--- config.mk ---
export PLATFORM = sky130hd
export DESIGN_NAME = fib_seq_controller
export DESIGN_NICKNAME = d
export VERILOG_FILES = /design/src/rtl/fib_seq_controller.sv
export SDC_FILE = /design/constraint.sdc
export NUM_CORES = 1
export LEC_CHECK = 0
export ABC_CLOCK_PERIOD_IN_PS = 3900
export BUFFER_PORTS_ARGS = -buffer_cell sky130_fd_sc_hd__buf_2
export CORE_MARGIN = 5
export CORE_UTILIZATION = 50
export DETAILED_ROUTE_END_ITERATION = 16
export PLACE_DENSITY = 0.67
export SLEW_MARGIN = 0
export SYNTH_ARGS = -nofsm -noshare
export SYNTH_HDL_FRONTEND = slang
export SYNTH_SLANG_ARGS = --single-unit
--- constraint.sdc ---
create_clock -name clk -period 3.9 [get_ports clk]
set_input_delay 0.39 -clock clk [delete_from_list [all_inputs] [get_ports clk]]
set_output_delay 0.39 -clock clk [all_outputs]
set_load 0.01 [all_outputs]
--- src/rtl/fib_seq_controller.sv ---
// Fibonacci term sequencer: streams n_terms terms over valid/ready, stopping early on WIDTH-bit overflow.
// Optional build macro FIB_SEED_EN exposes seed0/seed1; otherwise the seeds are fixed at 0,1.
module fib_seq_controller #(
  parameter int WIDTH = 32,
  parameter int CNT_W = 8
) (
  input  logic             clk,
  input  logic             rst,
  input  logic             start,
  input  logic [CNT_W-1:0] n_terms,
  input  logic             abort,
  output logic [WIDTH-1:0] term,
  output logic [CNT_W-1:0] term_idx,
  output logic             term_valid,
  input  logic             term_ready,
  output logic             busy,
  output logic             done,
  output logic             ovf
`ifdef FIB_SEED_EN
  ,
  input  logic [WIDTH-1:0] seed0,
  input  logic [WIDTH-1:0] seed1
`endif
);

  typedef enum logic [1:0] {
    IDLE = 2'd0,
    RUN  = 2'd1,
    FIN  = 2'd2
  } state_t;

  state_t           state, state_nxt;
  logic [WIDTH-1:0] a, a_nxt;
  logic [WIDTH-1:0] b, b_nxt;
  logic             b_bad, b_bad_nxt;
  logic [CNT_W-1:0] idx, idx_nxt;
  logic [CNT_W-1:0] remain, remain_nxt;
  logic             ovf_q, ovf_nxt;
  logic [WIDTH-1:0] seed_a, seed_b;
  logic [WIDTH:0]   sum;
  logic             hs;

`ifdef FIB_SEED_EN
  assign seed_a = seed0;
  assign seed_b = seed1;
`else
  assign seed_a = {WIDTH{1'b0}};
  assign seed_b = WIDTH'(1);
`endif

  assign sum = {1'b0, a} + {1'b0, b};
  assign hs  = term_valid & term_ready;

  always_ff @(posedge clk) begin
    if (rst) begin
      state  <= IDLE;
      a      <= '0;
      b      <= '0;
      b_bad  <= 1'b0;
      idx    <= '0;
      remain <= '0;
      ovf_q  <= 1'b0;
    end else begin
      state  <= state_nxt;
      a      <= a_nxt;
      b      <= b_nxt;
      b_bad  <= b_bad_nxt;
      idx    <= idx_nxt;
      remain <= remain_nxt;
      ovf_q  <= ovf_nxt;
    end
  end

  always_comb begin
    state_nxt  = state;
    a_nxt      = a;
    b_nxt      = b;
    b_bad_nxt  = b_bad;
    idx_nxt    = idx;
    remain_nxt = remain;
    ovf_nxt    = ovf_q;
    term_valid = 1'b0;
    busy       = 1'b0;
    done       = 1'b0;

    case (state)
      IDLE: begin
        if (start) begin
          ovf_nxt = 1'b0;
          if (n_terms != '0) begin
            a_nxt      = seed_a;
            b_nxt      = seed_b;
            b_bad_nxt  = 1'b0;
            idx_nxt    = '0;
            remain_nxt = n_terms;
            state_nxt  = RUN;
          end else begin
            state_nxt = FIN;
          end
        end
      end
      RUN: begin
        term_valid = 1'b1;
        busy       = 1'b1;
        // Abort wins over completion; a coincident handshake is still delivered.
        if (abort) begin
          state_nxt = IDLE;
        end else if (hs) begin
          if (remain == CNT_W'(1)) begin
            state_nxt = FIN;
            ovf_nxt   = 1'b0;
          end else if (b_bad) begin
            // Next term would be the truncated sum: stop before emitting it.
            state_nxt = FIN;
            ovf_nxt   = 1'b1;
          end else begin
            a_nxt      = b;
            b_nxt      = sum[WIDTH-1:0];
            b_bad_nxt  = sum[WIDTH];
            idx_nxt    = idx + CNT_W'(1);
            remain_nxt = remain - CNT_W'(1);
          end
        end
      end
      FIN: begin
        done      = 1'b1;
        state_nxt = IDLE;
      end
      default: state_nxt = IDLE;
    endcase
  end

  assign term     = a;
  assign term_idx = idx;
  assign ovf      = ovf_q;

endmodule

== After elaboration in Yosys (flattened, before gate mapping) ==
Index checks and enable logic that the tools add are counted.
Cells by class
  muxes and demuxes: 50
  reductions and logical operators: 7
  bitwise logic cells: 1
  eq/ne operators: 12
  add/sub/neg operators: 3
Operators with widths (count)
  $mux W32: 12
  $pmux W32 S2: 2
  $mux W8: 12
  $add A32 B32 Y33: 1
  $pmux W8 S2: 2
  $mux W1: 13
  $mux W2: 6
  $ne A2 B2 Y1 const B: 6
  $add A8 B1 Y8 const B: 1
  $eq A8 B1 Y1 const B: 1
  $reduce_bool A8 Y1: 1
  $sub A8 B1 Y8 const B: 1
  $reduce_and A7 Y1: 1
  $ne A3 B3 Y1 const B: 2
  $reduce_and A6 Y1: 1
  $reduce_and A5 Y1: 1
  $ne A4 B4 Y1 const B: 1
  $pmux W1 S2: 2
  $pmux W2 S2: 1
  $reduce_and A3 Y1: 1
  $eq A2 B1 Y1 const B: 1
  $eq A2 B2 Y1 const B: 1
  $logic_not A2 Y1: 1
  $reduce_bool A2 Y1: 1
  $and A1 B1 Y1: 1
Word-level totals
  output and inout port bits: 44
  bits of input ports: 13
  word-level logic and storage cells: 80
  register bits: 84

== Logic depth before layout (Yosys ltp) ==
  depth after elaboration: 6
  depth in mapped cells: 12
  gate-level depth less buffers: 12

== Worst setup path after synthesis ==
No wires, ideal clock.
  path type: reg-to-reg
  start: register a[0], in the netlist term[0]
  end: register b[16]
  clock period less this slack: 2.677 ns
  data arrival time: 2.550 ns
  setup time: 0.127 ns
  cell stages (with the launch flop): 13
  path buffers: 0
  required time: 3.773 ns
  slack: 1.223 ns
  cell sequence: dfxtp_1 > ha_1 > inv_1 > fa_1 > nand2b_1 > a21o_1 > and3_1 > o31ai_1 > a31oi_1 > or3_1 > o211ai_1 > xnor2_1 > o21ai_1
Between the ends
  cells in the longest elaborated chain, start to end: 6
RTL lines
  from (decl): line 33  | logic [WIDTH-1:0] a, a_nxt;
  from (signal assigned): line 65  | a <= a_nxt;
  $add A32 B32 Y33: line 51  | assign sum = {1'b0, a} + {1'b0, b};
  $mux W32: line 112  | end else if (b_bad) begin
  $mux W32: line 109  | if (remain == CNT_W'(1)) begin
  $mux W32: line 108  | end else if (hs) begin
  $mux W32: line 106  | if (abort) begin
  $pmux W32 S2: line 86  | case (state)
  to (signal assigned): line 66  | b <= b_nxt;
  to (decl): line 34  | logic [WIDTH-1:0] b, b_nxt;
Every way passes these cells. The select of a mux whose other input is x is not followed.
A chain may end at the register's enable or synchronous reset.

== Final worst setup path ==
  start: register state[1]
  end: output busy
Between the ends
  cells in the longest elaborated chain, start to end: 2
RTL lines
  from (decl): line 32  | state_t state, state_nxt;
  from (signal assigned): line 64  | state <= state_nxt;
  $eq A2 B1 Y1: line 86
  $mux W1: line 86
  to (decl): line 16  | output logic busy,
Every way passes these cells.

==> reports/qor.csv <==
metric,value,unit
outcome,"finished, final reports clean",
hold_viol,0,
die_h,108.3,um
fp.coreArea,9328,um2
clkPwrFrac,39.5,%
arrival,2.63,ns
fin_skew,0.01415,ns
ys_types,60,
fillers,875,
path_depth,4,
vias,4484,
numPortBuffers,56,
antenna_found_initial,0,
final_nets,703,
post_cts_resized,0,
ys.flop_type,dfxtp_1,
cts_made_buffers,9,
diodes,0,
cts.sinks,84,
rrSetupSlack,1.01,ns
ctsRootBufferMaster,clkbuf_8,
path_cells,nand2b_1 -> clkinv_1 -> buf_4 -> buf_2,
synth_area_leaders,"dfxtp_1 35%, ha_1 9.1%, a21oi_1 8.4%",
rsz0062_at_grt,no,
fin_crit,3.023,ns
grt_pass1_vias,4291,
wl_per_cell,14.94,um
mostFrequentLayoutCells,"88 x nand2_1, 84 x dfxtp_1, 81 x a21oi_1",
synth_top_area_share,34.77,%
synth_area_leader_cell,dfxtp_1,
critPathMaxFanout,35,
cts_htree_levels,3,
power.density,318.9,nW/um2
crit_type,flop to output port,
p_leak,0.002233,uW
drt_first_pass_iters,4,
fp.dieW,108.3,um
grt_pass1_wl,19950,um
routed_wl,11760,um
timing.critical_path.from,state[1]$_SDFFE_PP0P_,
worstHoldPathType,input pin to flop,
dp_hpwl,8209,um
synth_area,4836,um2
drv_slew,0,
r2r_end,b[28]$_SDFFE_PP0P_,
intPower,1267,uW
drtIter0Drc,322,
synthesis.nets,663,
syn_inst,614,
synth.ff_latch_count,84,
cp-end-kind,output port,
cts_tree,built,
antenna_left,0,
max_slew_margin,37.69,%
drt-vias-per-instance,5.698,
start_kind,flop,
clkTransAtPathRegs,0.09,ns
postSynthAreaPerCell,7.876,um2
drc,0,
switching_share,26.52,%
cp_slowest_cell,nand2b_1,
timing.rr.start,b[0]$_SDFFE_PP0P_,
wl_met3,562,um
setup_viol,0,
mostFrequentLayoutCell,nand2_1,
worstPathRequired,3.51,ns
row_count,35,
initial_core_util,51.84,%
clk_path_buf_depth,2,
max_freq,330.8,MHz
track_usage,20.81,%
net-switching-power,457.2,uW
fin_crit_sh,77.51,%
critPathTopFamily,buffers and inverters,
wl_met2,5466,um
utilization,57.95,%
whs,0.3027,ns
synthToLayoutAreaGrowth,11.77,%
setup-tns-final,0,ns
synthArstFlopShare,0,%
met1Wirelength,5626,um
gr-total-overflow,0,
hold_buffers,0,
dieArea,11740,um2
cp_num_buf_inv,3,
yosys_warnings,0,
insertion_delay,0.37,ns
cpPeakStageDelay,0.62,ns
drv_cap,0,
synth_edf_count,0,
ir_drop,0.0001509,V
rr_worst_depth,12,
post_cts_buffers,0,
gp_congestion,0.8500,
grt_start_max_net_pins,62,
endpoint,busy,
ioPinCount,57,
drive_gt1_share,13.53,%
seq_area_frac_synth,34.77,%
tightestPinTransition,0.9312,ns
highest_layer,met4,
p_seq_share,51.1,%
p_comb_share,9.3,%
-- metal layers --
metal  GRT usage [%]  vias to the layer above
met3           4.537                        8
li1                -                     2271
met2           33.57                       88
met4           6.222                        0
met5               0                        -
met1           27.94                     2117
-- synthesized netlist by cell type (5+ instances only) --
library cell / instances
o21bai_1: 5
a21o_1: 6
a31oi_1: 5
or3_1: 7
inv_1: 11
a211oi_1: 7
dfxtp_1: 84
a21oi_1: 81
a22oi_1: 13
o21ai_1: 15
nand3_1: 41
o21ai_0: 24
nand2b_1: 8
o21a_1: 6
nor2_1: 44
nor3_1: 12
clkbuf_1: 25
nand2_1: 88
xor2_1: 8
ha_1: 35
nand4_1: 6
xnor2_1: 20
-- cells by family (layout without fill, tap and decap cells) --
family / count (synthesis) / count (layout) / share of synthesized area [%]
AO/OA/AOI/OAI: 192 / 192 / 25.17
XOR/XNOR: 28 / 28 / 5.071
adder cells (fa/ha/maj): 36 / 36 / 9.470
buffers and inverters: 47 / 91 / 3.932
flip-flops: 84 / 84 / 34.77
multiplexers: 1 / 1 / 0.2328
AND/OR/NAND/NOR: 226 / 226 / 21.35
-- worst min-delay path: stages --
cell,delay [ns]
buf_2,0.11
nand3_1,0.06
a21oi_1,0.06
-- registers in the layout, indices dropped and copies added, names as in the netlist --
register and count:
b 32, state 2, term_idx 8, ovf 1, remain 8, b_bad 1, term 32
-- per-stage QoR --
| step | total power (uW) | area (um2) | setup slack (ns) | instances |
|---|---|---|---|---|
| 6_report | 1724 | 5405 | 0.8770 | 787 |
| 5_1_grt | 1789 | 5405 | 0.6360 | 787 |
| 4_1_cts | 1735 | 5405 | 0.8807 | 787 |
| 3_5_place_dp | 1063 | 5200 | 1.033 | 772 |
| 3_3_place_gp | 1060 | 5200 | 1.116 | 772 |
| 2_1_floorplan | 1010 | 4836 | 1.223 | 614 |
-- how the worst min path moves through the flow --
stage,startpoint,end,slack (ns),cells past startpoint
finish,n_terms[0],remain[0]$_SDFFE_PP0P_,0.30,3
global route,n_terms[0],remain[0]$_SDFFE_PP0P_,0.33,3
CTS,n_terms[0],remain[0]$_SDFFE_PP0P_,0.30,3
detailed placement,b[27]$_SDFFE_PP0P_,b[27]$_SDFFE_PP0P_,0.46,2
global placement,b[27]$_SDFFE_PP0P_,b[27]$_SDFFE_PP0P_,0.45,2
floorplan,b[27]$_SDFFE_PP0P_,b[27]$_SDFFE_PP0P_,0.44,2
-- power groups by stage --
stage / sequential, uW / clock (uW) / combinational (uW)
2_1_floorplan: 898 / 0 / 112
6_report: 881 / 682 / 161
3_5_place_dp: 901 / 0 / 162
3_3_place_gp: 901 / 0 / 159
4_1_cts: 881 / 692 / 162
5_1_grt: 884 / 725 / 179
-- cell type report --
type / instances / area, um2 / share of cell area (%)
multi-input combinational: 483 / 2975 / 55.05
inverter: 13 / 48.80 / 0.9028
clock inverter: 5 / 77.57 / 1.435
tap: 129 / 161.4 / 2.986
timing repair buffer: 63 / 332.8 / 6.157
clock buffer: 10 / 127.6 / 2.361
sequential: 84 / 1682 / 31.11
Note: power is estimated with default switching activity, not from simulation.
